**config.mk**
```make
export PLATFORM = sky130hd
export DESIGN_NAME = dm_store_buffer
export DESIGN_NICKNAME = d
export VERILOG_FILES = /design/src/rtl/dm_store_buffer_pkg.sv /design/src/rtl/dm_sb_fifo.sv /design/src/rtl/dm_store_buffer.sv
export SDC_FILE = /design/constraint.sdc
export NUM_CORES = 1
export LEC_CHECK = 0
export BUFFER_PORTS_ARGS = -buffer_cell sky130_fd_sc_hd__buf_4
export CAP_MARGIN = 20
export CORE_UTILIZATION = 50
export CTS_BUF_LIST = sky130_fd_sc_hd__clkbuf_8
export DETAILED_ROUTE_END_ITERATION = 10
export PLACE_DENSITY = 0.71
export SLEW_MARGIN = 5
export SYNTH_ARGS = -nofsm -noshare
export SYNTH_HDL_FRONTEND = slang
export SYNTH_SLANG_ARGS = --single-unit
```
**constraint.sdc**
```tcl
create_clock -name clk -period 10.33 [get_ports clk]
set_clock_uncertainty 0.2 [all_clocks]
set_input_delay 1.033 -clock clk [delete_from_list [all_inputs] [get_ports clk]]
set_output_delay 1.033 -clock clk [all_outputs]
set_load 0.005 [all_outputs]
```
**src/rtl/dm_store_buffer_pkg.sv**
```systemverilog
// Shared types and helpers for the MEM-stage store buffer.
package dm_store_buffer_pkg;

  typedef struct packed {
    logic [31:0] addr;
    logic [31:0] wdata;
    logic [1:0]  wlen;
    logic [31:0] pc;
  } sb_entry_t;

  localparam logic [1:0] WLEN_BYTE = 2'd0;
  localparam logic [1:0] WLEN_HALF = 2'd1;
  localparam logic [1:0] WLEN_TRI  = 2'd2;
  localparam logic [1:0] WLEN_WORD = 2'd3;

  // Word index of a byte address, truncated to the low adrbits word bits.
  function automatic logic [31:0] word_index(input logic [31:0] addr,
                                             input int unsigned adrbits);
    logic [31:0] mask;
    mask = (32'd1 << adrbits) - 32'd1;
    return (addr >> 2) & mask;
  endfunction

endpackage

```
**src/rtl/dm_sb_fifo.sv**
```systemverilog
// Generic circular FIFO of store entries with a flat view of all live slots.
module dm_sb_fifo
  import dm_store_buffer_pkg::*;
#(
  parameter int unsigned DEPTH = 4
) (
  input  logic      clk,
  input  logic      reset,
  input  logic      push,
  input  sb_entry_t din,
  input  logic      pop,
  output sb_entry_t head_entry,
  output logic      full,
  output logic      empty,
  output sb_entry_t entries [DEPTH],
  output logic [DEPTH-1:0] valid
);

  localparam int unsigned PW = $clog2(DEPTH);

  logic [PW-1:0] head, tail;
  logic [PW:0]   count;
  sb_entry_t     mem [DEPTH];
  logic          do_push, do_pop;

  assign full    = (count == (PW+1)'(DEPTH));
  assign empty   = (count == '0);
  assign do_push = push && !full;
  assign do_pop  = pop && !empty;

  always_ff @(posedge clk) begin
    if (!reset) begin
      head  <= '0;
      tail  <= '0;
      count <= '0;
    end else begin
      if (do_push) tail <= tail + 1'b1;
      if (do_pop)  head <= head + 1'b1;
      count <= count + (PW+1)'(do_push) - (PW+1)'(do_pop);
    end
  end

  always_ff @(posedge clk) begin
    if (do_push) mem[tail] <= din;
  end

  assign head_entry = mem[head];
  assign entries    = mem;

  // A slot is live when its distance from head (mod DEPTH) is below count.
  always_comb begin
    valid = '0;
    for (int unsigned i = 0; i < DEPTH; i++) begin
      logic [PW-1:0] offset;
      offset   = PW'(i) - head;
      valid[i] = ({1'b0, offset} < count);
    end
  end

endmodule

```
**src/rtl/dm_store_buffer.sv**
```systemverilog
// Store queue between MEM and data memory: drains one store per cycle,
// yields the bus to loads, and stalls loads that hit a pending store word.
module dm_store_buffer
  import dm_store_buffer_pkg::*;
#(
  parameter int unsigned DEPTH   = 4,
  parameter int unsigned ADRBITS = 10
) (
  input  logic        clk,
  input  logic        reset,
  input  logic        st_valid,
  output logic        st_ready,
  input  logic [31:0] st_addr,
  input  logic [31:0] st_wdata,
  input  logic [1:0]  st_wlen,
  input  logic [31:0] st_pc,
  output logic        st_err,
  input  logic        ld_valid,
  input  logic [31:0] ld_addr,
  output logic        ld_stall,
  output logic [31:0] dm_A,
  output logic [31:0] dm_WD,
  output logic        dm_WE,
  output logic [1:0]  dm_WLen,
  output logic [31:0] dm_PC,
  output logic        empty
);

  sb_entry_t        din, head_entry;
  sb_entry_t        entries [DEPTH];
  logic [DEPTH-1:0] valid;
  logic             full, legal, push, drain, ld_owns;

  assign legal    = ({1'b0, st_addr[1:0]} + {1'b0, st_wlen}) <= {1'b0, WLEN_WORD};
  assign st_ready = !full;
  assign push     = st_valid && st_ready && legal;
  assign din      = '{addr: st_addr, wdata: st_wdata, wlen: st_wlen, pc: st_pc};

  dm_sb_fifo #(.DEPTH(DEPTH)) u_fifo (
    .clk        (clk),
    .reset      (reset),
    .push       (push),
    .din        (din),
    .pop        (drain),
    .head_entry (head_entry),
    .full       (full),
    .empty      (empty),
    .entries    (entries),
    .valid      (valid)
  );

  always_comb begin
    ld_stall = 1'b0;
    for (int unsigned i = 0; i < DEPTH; i++) begin
      if (valid[i] && ld_valid &&
          word_index(entries[i].addr, ADRBITS) == word_index(ld_addr, ADRBITS))
        ld_stall = 1'b1;
    end
  end

  assign ld_owns = ld_valid && !ld_stall;
  // Drain is also gated by reset so a write never lands in the reset cycle.
  assign drain   = !ld_owns && !empty && reset;

  always_comb begin
    dm_A    = ld_addr;
    dm_WD   = '0;
    dm_WLen = WLEN_BYTE;
    dm_PC   = '0;
    dm_WE   = 1'b0;
    if (!ld_owns && !empty) begin
      dm_A    = head_entry.addr;
      dm_WD   = head_entry.wdata;
      dm_WLen = head_entry.wlen;
      dm_PC   = head_entry.pc;
      dm_WE   = drain;
    end
  end

  always_ff @(posedge clk) begin
    if (!reset) st_err <= 1'b0;
    else        st_err <= st_valid && st_ready && !legal;
  end

endmodule
```
Word-level counts from Yosys, hierarchy flattened. Cells that the tools add are included.

Flip-flop bits (word level): 400. Input port bits: 134. Output and inout bits: 103. Word-level logic and storage cells: 82.

Add/subtract/negate cells: 9. $lt $le $gt $ge: 8. Eq/ne operators: 5. Multiplexer cells: 15. Bitwise logic cells: 2. Reductions and logical operators: 23.

Operators by type and width (count): 392-bit bitwise mux (1); 98-bit two-way mux (3); 98-bit binary-select mux with 2-bit select (1); 98-bit demux with 2-bit select (1); 32-bit two-way mux (3); 10-bit equality test (4); 1-bit logical AND (17); 2-bit by 3-bit less-than comparator with 1-bit output (4); 3-bit >= comparator (second input constant) (2); 2-bit NOT with 3-bit output (2); 1-bit zero test (5); 1-bit two-way mux (5); 2-bit by 1-bit adder with 2-bit output (second input constant) (2); 1-bit by 2-bit subtractor with 2-bit output (first input constant) (2); 2-bit subtractor (first input constant) (2); 2-bit by 2-bit adder with 3-bit output (1); 3-bit by 1-bit adder with 3-bit output (1); 3-bit equality test (second input constant) (1); 3-bit by 2-bit less-or-equal comparator with 1-bit output (second input constant) (1); 3-bit zero test (1); 3-bit by 1-bit less-than comparator with 1-bit output (second input constant) (1); 3-bit by 1-bit subtractor with 3-bit output (1); 2-bit two-way mux (1).

Logic depth before layout (Yosys ltp). Gate-level depths: netlist of run 1.

Depth after elaboration: 15. Depth in mapped cells: 18. Gate-level depth less buffers: 15.

Cells and area by module. A second synthesis of run 1 with hierarchy kept.

Cell total of the unflattened synthesis: 1023. Area, all modules: 17595.6 µm².

Modules (own cells, without submodules): dm_sb_fifo (times used 1, cells each 578, area each 14687.8 µm², sequential area each 11911.4 µm²); dm_store_buffer (times used 1, cells each 445, area each 2907.8 µm², sequential area each 20.0 µm²).

Worst setup path after synthesis of run 1. OpenSTA, ideal clock, no wires.

Path kind: input -> register. Start point: in st_addr[0]. End point: reg u_fifo.mem, in the netlist u_fifo.entries[0] (enable). Library setup time: 468 ps. Arrival time: 4100 ps. Data required time: 9662 ps. Slack: 5562 ps. Stages: 6. Buffers on the path: 1. Cells stage by stage: ha_1 inv_1 fa_1 and3_1 clkbuf_1 and2_1.

Cells in the longest elaborated chain, start to end: 4.

RTL lines: start: declaration (line dm_store_buffer.sv:13) `input logic [31:0] st_addr,`; 2-bit by 2-bit adder with 3-bit output (line dm_store_buffer.sv:34) `assign legal = ({1'b0, st_addr[1:0]} + {1'b0, st_wlen}) <= {1'b0, WLEN_WORD};`; 3-bit by 2-bit less-or-equal comparator with 1-bit output (line dm_store_buffer.sv:34); 1-bit logical AND (line dm_store_buffer.sv:36) `assign push = st_valid && st_ready && legal;`; 1-bit logical AND (line dm_sb_fifo.sv:28) `assign do_push = push && !full;`; net u_fifo.do_push (line dm_sb_fifo.sv:24) `logic do_push, do_pop;`; end signal: indexed assignment (line dm_sb_fifo.sv:44) `if (do_push) mem[tail] <= din;`; end: declaration (line dm_sb_fifo.sv:23) `sb_entry_t mem [DEPTH];`.

The timed path passes the listed nets, and every way through them passes these cells. A chain may end at the register's enable or synchronous reset.

Final worst setup path of run 1.
Start point: reg u_fifo.head[1]. End point: out dm_A[25].

Cells in the longest elaborated chain, start to end: 13. Elaborated cells on any way between the ends: 29. Those cells by class: add/sub (4); order compare (4); mux (8); bitwise (1); reduce/logical (12).

RTL lines: start: declaration (line dm_sb_fifo.sv:21) `logic [PW-1:0] head, tail;`; start signal: assignment (line dm_sb_fifo.sv:38) `if (do_pop) head <= head + 1'b1;`; 1-bit by 2-bit subtractor with 2-bit output (line dm_sb_fifo.sv:55) `offset = PW'(i) - head;`; 2-bit by 3-bit less-than comparator with 1-bit output (line dm_sb_fifo.sv:56) `valid[i] = ({1'b0, offset} < count);`; 1-bit logical AND (2 in a row) (line dm_store_buffer.sv:55) `if (valid[i] && ld_valid &&`; 1-bit two-way mux (4 in a row) (line dm_store_buffer.sv:55); 1-bit zero test (line dm_store_buffer.sv:61) `assign ld_owns = ld_valid && !ld_stall;`; 1-bit logical AND (line dm_store_buffer.sv:61); 1-bit zero test (line dm_store_buffer.sv:71) `if (!ld_owns && !empty) begin`; 1-bit logical AND (line dm_store_buffer.sv:71); 32-bit two-way mux (*) (line dm_store_buffer.sv:71); end: declaration (line dm_store_buffer.sv:21) `output logic [31:0] dm_A,`.

Every way passes the cells marked *; elsewhere a longest branch is shown, timed or not. The select of a mux whose other input is x is not followed.

==> metrics.cfg, run 1 <==
[routing]
wl_per_cell_um = 20.8
first_iter_violations = 468
first_pass_iters = 5
drt-total-wl_um = 31600
avgViaCountPerCell = 5.30
ant_nets = 0
drc_errors = 0
vias = 8035

[clocking]
clk_pin_slew_ns = 0.06
cts_made_buffers = 61
ctsHoldBuffers = 0
clock-root-buffer = clkbuf_8
post-cts-setup-buffer-count = 0
ctsResizeCount = 0
cts_num_sinks = 400
cts_tree = built
clockBufferDepth = 3
clock_latency_ns = 0.60
htree_levels = 2

[die]
die_area_um2 = 33200
initial_core_util = 0.511
rows = 65
core-area_um2 = 31800
die_h_um = 182
die_x_um = 182
ios = 237

[timing]
fin_ws_ns = 5.24
grt_setup_unrepaired = no
tightest_slew_ns = 0.889
hold_viol = 0
setup_tns_ns = 0
fmax_mhz = 196
fin_crit_sh = 0.493
slew_viol_final = 0
relSlewSlack = 0.407
setup_viol = 0
period_needed_ns = 5.09
hold_ws_ns = 0.362

[synthesis]
ys.flop_type = edfxtp_1
yosysWarnings = 0
syn_area_um2 = 16300
synth_seq_cells = 400
synthArstFlopShare = 0
syn_inst = 770
syn_avg_cell_area_um2 = 21.1
yosysSeqAreaShare = 0.734
synth_nets = 917
synth_cell_types = 39
synth-edff-count = 392

[global_route]
grt_pass1_vias = 8553
gr-total-overflow = 0
grt_max_degree = 56
grt_usage = 0.192
grt_pass1_wl_um = 48100
antenna_found_initial = 1

[pwr]
p_clk_frac = 0.274
p_per_area_nw_per_um2 = 209
pwr-share-seq = 0.481
power.internal_mw = 3.00
combPwrFrac = 0.245
ir_drop_v = 0.000135
cellLeakagePower_nw = 6.85
p_switching_mw = 1.08
p_sw_frac = 0.264
finalPower_mw = 4.07

[cells_and_area]
final_cells = 1515
drive_gt1_frac = 0.420
mostFrequentLayoutCells = 392 x edfxtp_1, 245 x buf_4, 98 x mux4_2
final_common_cell = edfxtp_1
area_growth_pct = 19.8
nNetsFinal = 1180
nFillCells = 2308

[flow_run]
cap_violations = 0

[worst_setup_path]
crit_path_end_kind = output pin
required_ns = 9.10
path_class = reg -> out
start_kind = flip-flop
path_max_fanout = 52
worstPathArrival_ns = 3.86

[place]
pre_cts_slack_ns = 5.82
dp.cells = 1405
dp_hpwl_um = 19000
place_congestion = 0.743
port_buffers = 236

[outcome]
status = completed

[worst_hold_path]
worstHoldPathType = reg -> reg

[cell type report]
cell class	count	area [um^2]	share of cell area
inverters	14	52.6	0.00270
diodes	1	2.50	0.000129
clock inverters	48	199	0.0102
clock buffers	61	840	0.0431
repair buffers	245	1840	0.0945
multi-input cells	311	4050	0.208
well taps	435	544	0.0280
flip-flops and latches	400	11900	0.613
[routing by layer]
layer / part of all wire / global-route usage / wire length [um] / up-vias
met1: 0.42 / 0.259 / 13200 / 4066
li1: - / - / - / 3618
met3: 0.082 / 0.0553 / 2580 / 57
met2: 0.48 / 0.309 / 15100 / 294
met5: 0 / 0 / 0 / -
met4: 0.019 / 0.0541 / 614 / 0
[worst paths after layout]
check | from | slack (ns) | to | cells past startpoint
hold / removal | u_fifo.tail[1] | 0.36 | u_fifo.tail[1] | 2
hold reg to reg | u_fifo.tail[1] | 0.36 | u_fifo.tail[1] | 2
setup / recovery | u_fifo.head[1] | 5.24 | dm_A[25] | 10
setup reg to reg | u_fifo.head[1] | 6.04 | u_fifo.count[2] | 16
[registers in the layout, indices dropped and copies added (netlist names)]
signal          cells
u_fifo.head         2
u_fifo.count        3
u_fifo.entries    392
u_fifo.tail         2
st_err              1
[cells in the mapped netlist (8+ instances only)]
| cell | number | share of area |
|---|---|---|
| buf_2 | 16 | 0.0049 |
| xnor2_1 | 12 | 0.0065 |
| dfxtp_1 | 8 | 0.0099 |
| nor2_1 | 9 | 0.0021 |
| ha_1 | 11 | 0.0085 |
| clkbuf_1 | 23 | 0.0053 |
| mux2_4 | 32 | 0.030 |
| xor2_1 | 32 | 0.017 |
| edfxtp_1 | 392 | 0.72 |
| nor2b_1 | 67 | 0.026 |
| inv_1 | 13 | 0.0030 |
| mux4_2 | 98 | 0.14 |
[power groups by stage]
stage	Combinational [mW]	Clock, mW	Sequential [mW]
floorplan	0.671	0	1.95
global placement	1.01	0	1.99
detailed placement	1.02	0	1.99
CTS	1.02	1.15	1.96
global route	1.09	1.22	1.97
finish	0.998	1.12	1.96
[logic make-up after synthesis]
kind of cell / count (synthesis) / synth area share
buffers and inverters: 59 / 0.0172
adders and majority gates: 13 / 0.0109
and+or+nand+nor: 107 / 0.0394
DFF: 400 / 0.734
xor gates and xnor gates: 44 / 0.0237
AOI/OAI and AO/OA: 16 / 0.00862
muxes: 131 / 0.166
[worst max-delay path: stages, from the launching register on]
cell	delay [ns]
dfxtp_4	0.85
inv_1	0.14
ha_1	0.32
a21oi_1	0.12
nor2_1	0.05
o2111ai_1	0.20
o21ai_2	0.12
o31ai_4	0.24
buf_4	0.69
mux2_4	0.35
buf_4	0.13
[through the flow]
step                       util  instance area [um^2]
after floorplan               -                 16300
after global placement    0.579                 18400
after detailed placement  0.579                 18400
after CTS                 0.612                 19500
after global routing      0.612                 19500
final                     0.612                 19500
Power figures use the tool's default switching activity.
==> run 2, diff against run 1 <==
Clock period 10.33 ns to 5.15 ns, I/O delays scaled along.
==> run 2 against run 1 <==
Compared with the run above: clock-buffer cell count up 9; via count up 4.1%; cell count up 6.8%; critical endpoint is now dm_A[5].
==> metrics.cfg, run 2 (synthesized netlist as in run 1, its figures left out) <==
[routing]
wl_met1_um = 13500  ; +1.7%
top_layer_used = met4
ant_nets = 0  ; unchanged
wl_met2_um = 15500  ; +2.4%
route.met3.wl_um = 2370  ; -8.0%
wl_per_cell_um = 19.7  ; -5.7%
first_pass_iters = 5  ; unchanged
vias = 8364  ; +4.1%
drc_errors = 0  ; unchanged
avgViaCountPerCell = 5.17  ; -2.5%
first_iter_violations = 448  ; -4.3%
drt-total-wl_um = 31800  ; +0.72%

[place]
place_congestion = 0.743  ; unchanged
dp_hpwl_um = 18200  ; -4.1%
dp.cells = 1405  ; unchanged
port_buffers = 236  ; unchanged

[clocking]
cts_num_sinks = 400  ; unchanged
cts_made_buffers = 66  ; +8.2%
clock_latency_ns = 0.57  ; -0.03 ns
htree_levels = 3  ; +1
clockBufferDepth = 3  ; unchanged
ctsResizeCount = 0  ; unchanged
ctsHoldBuffers = 99  ; +99
post-cts-setup-buffer-count = 0  ; unchanged
clock-root-buffer = clkbuf_8
cts_tree = built
clk_pin_slew_ns = 0.05  ; about the same

[worst_hold_path]
hold_path_end = u_fifo.count[1]
holdCritStartpoint = reset
min_path_cells = 2  ; unchanged
worstHoldPathType = in -> reg

[flow_run]
cap_violations = 0  ; unchanged

[timing]
fin_crit_sh = 0.831
setup_viol = 0  ; unchanged
tightest_slew_ns = 0.981  ; +0.0922 ns
grt_setup_unrepaired = no
slew_viol_final = 0  ; unchanged
period_needed_ns = 4.28
setup_tns_ns = 0  ; unchanged
relSlewSlack = 0.346  ; -0.0615
fmax_mhz = 234
hold_viol = 0  ; unchanged

[global_route]
grt_max_degree = 105  ; +88%
grt_usage = 0.198  ; +0.00523
gr-total-overflow = 0  ; unchanged
antenna_found_initial = 1  ; unchanged
grt_pass1_vias = 8945  ; +4.6%
grt_pass1_wl_um = 49600  ; +3.2%

[worst_setup_path]
path_max_fanout = 64  ; +23%
rrSetupSlack_ns = 1.65  ; -4.39 ns
r2r_start = u_fifo.head[1]
r2r-end = u_fifo.count[2]
path_class = reg -> out
worstPathArrival_ns = 3.57  ; -0.29 ns
required_ns = 4.43  ; -4.67 ns
worst-r2r-cell-count = 14  ; -2
crit_path_end_kind = output pin
critPathLaunch = u_fifo.head[1]
start_kind = flip-flop

[cells_and_area]
area_growth_pct = 27.5
regArea_um2 = 11900  ; unchanged
nNetsFinal = 1284  ; +8.8%
drive_gt1_frac = 0.397  ; -0.0230
largest_reg_flops = 392  ; unchanged
multiInputGateArea_um2 = 4050  ; unchanged
mostFrequentLayoutCells = 392 x edfxtp_1, 240 x buf_4, 99 x dlygate4sd3_1
final_cells = 1618  ; +6.8%
final_common_cell = edfxtp_1
nFillCells = 2167  ; -6.1%

[die]
core-area_um2 = 31800  ; unchanged
die_area_um2 = 33200  ; unchanged
rows = 65  ; unchanged
ios = 237  ; unchanged
die_x_um = 182  ; unchanged
die_h_um = 182  ; unchanged
initial_core_util = 0.511  ; unchanged

[outcome]
status = completed

[pwr]
p_per_area_nw_per_um2 = 415  ; +98%
ir_drop_v = 0.000282  ; +110%
cellLeakagePower_nw = 7.34  ; +7.2%

==> run 2: how the worst max path moves through the flow <==
stage / to / slack [ns]
after global placement: dm_A[7] / 1.45
final: dm_A[5] / 0.87
after global routing: dm_A[7] / 0.64
after CTS: dm_A[5] / 0.79
after floorplan: u_fifo.entries[0] / 0.90
after detailed placement: dm_A[5] / 1.42
==> run 2: through the flow <==
stage               instance area, um^2  worst slack, ns  hold slack, ns   util  power [mW]
floorplan                         16300            0.900           0.314      -        5.26
global placement                  18500             1.45           0.346  0.581        6.02
detailed placement                18500             1.42           0.354  0.581        6.04
CTS                               20700            0.793          0.0199  0.651        8.72
global route                      20700            0.642          0.0486  0.652        9.01
finish                            20700            0.870          0.0515  0.652        8.60
==> run 2: area by class of cell <==
type,instances,area share
diodes,1,0.000121
inverters,14,0.00254
well taps,435,0.0263
clock inverters,43,0.0131
repair buffers,344,0.140
flip-flops and latches,400,0.576
multi-input cells,311,0.196
clock buffers,70,0.0465
==> run 2: report_power, final <==
part	internal, mW	total (mW)	switching, mW	leakage (nW)
sequential	3.80	3.86	0.0611	3.63
clock	1.41	2.60	1.19	0.706
combinational	1.18	2.15	0.970	3.00
==> run 2: per-layer routing <==
| layer | GRT usage | up-vias |
|---|---|---|
| li1 | - | 3830 |
| met1 | 0.262 | 4176 |
| met2 | 0.322 | 320 |
| met3 | 0.0509 | 38 |
| met4 | 0.0629 | 0 |
| met5 | 0 | - |
==> run 2: critical path, stage by stage (launching register included) <==
cell       delay (ns)
dfxtp_4          0.36
buf_4            0.57
ha_1             0.26
nor2_1           0.05
o2111ai_1        0.22
o21ai_2          0.14
o31ai_4          0.26
buf_4            0.67
mux2_4           0.35
buf_4            0.13
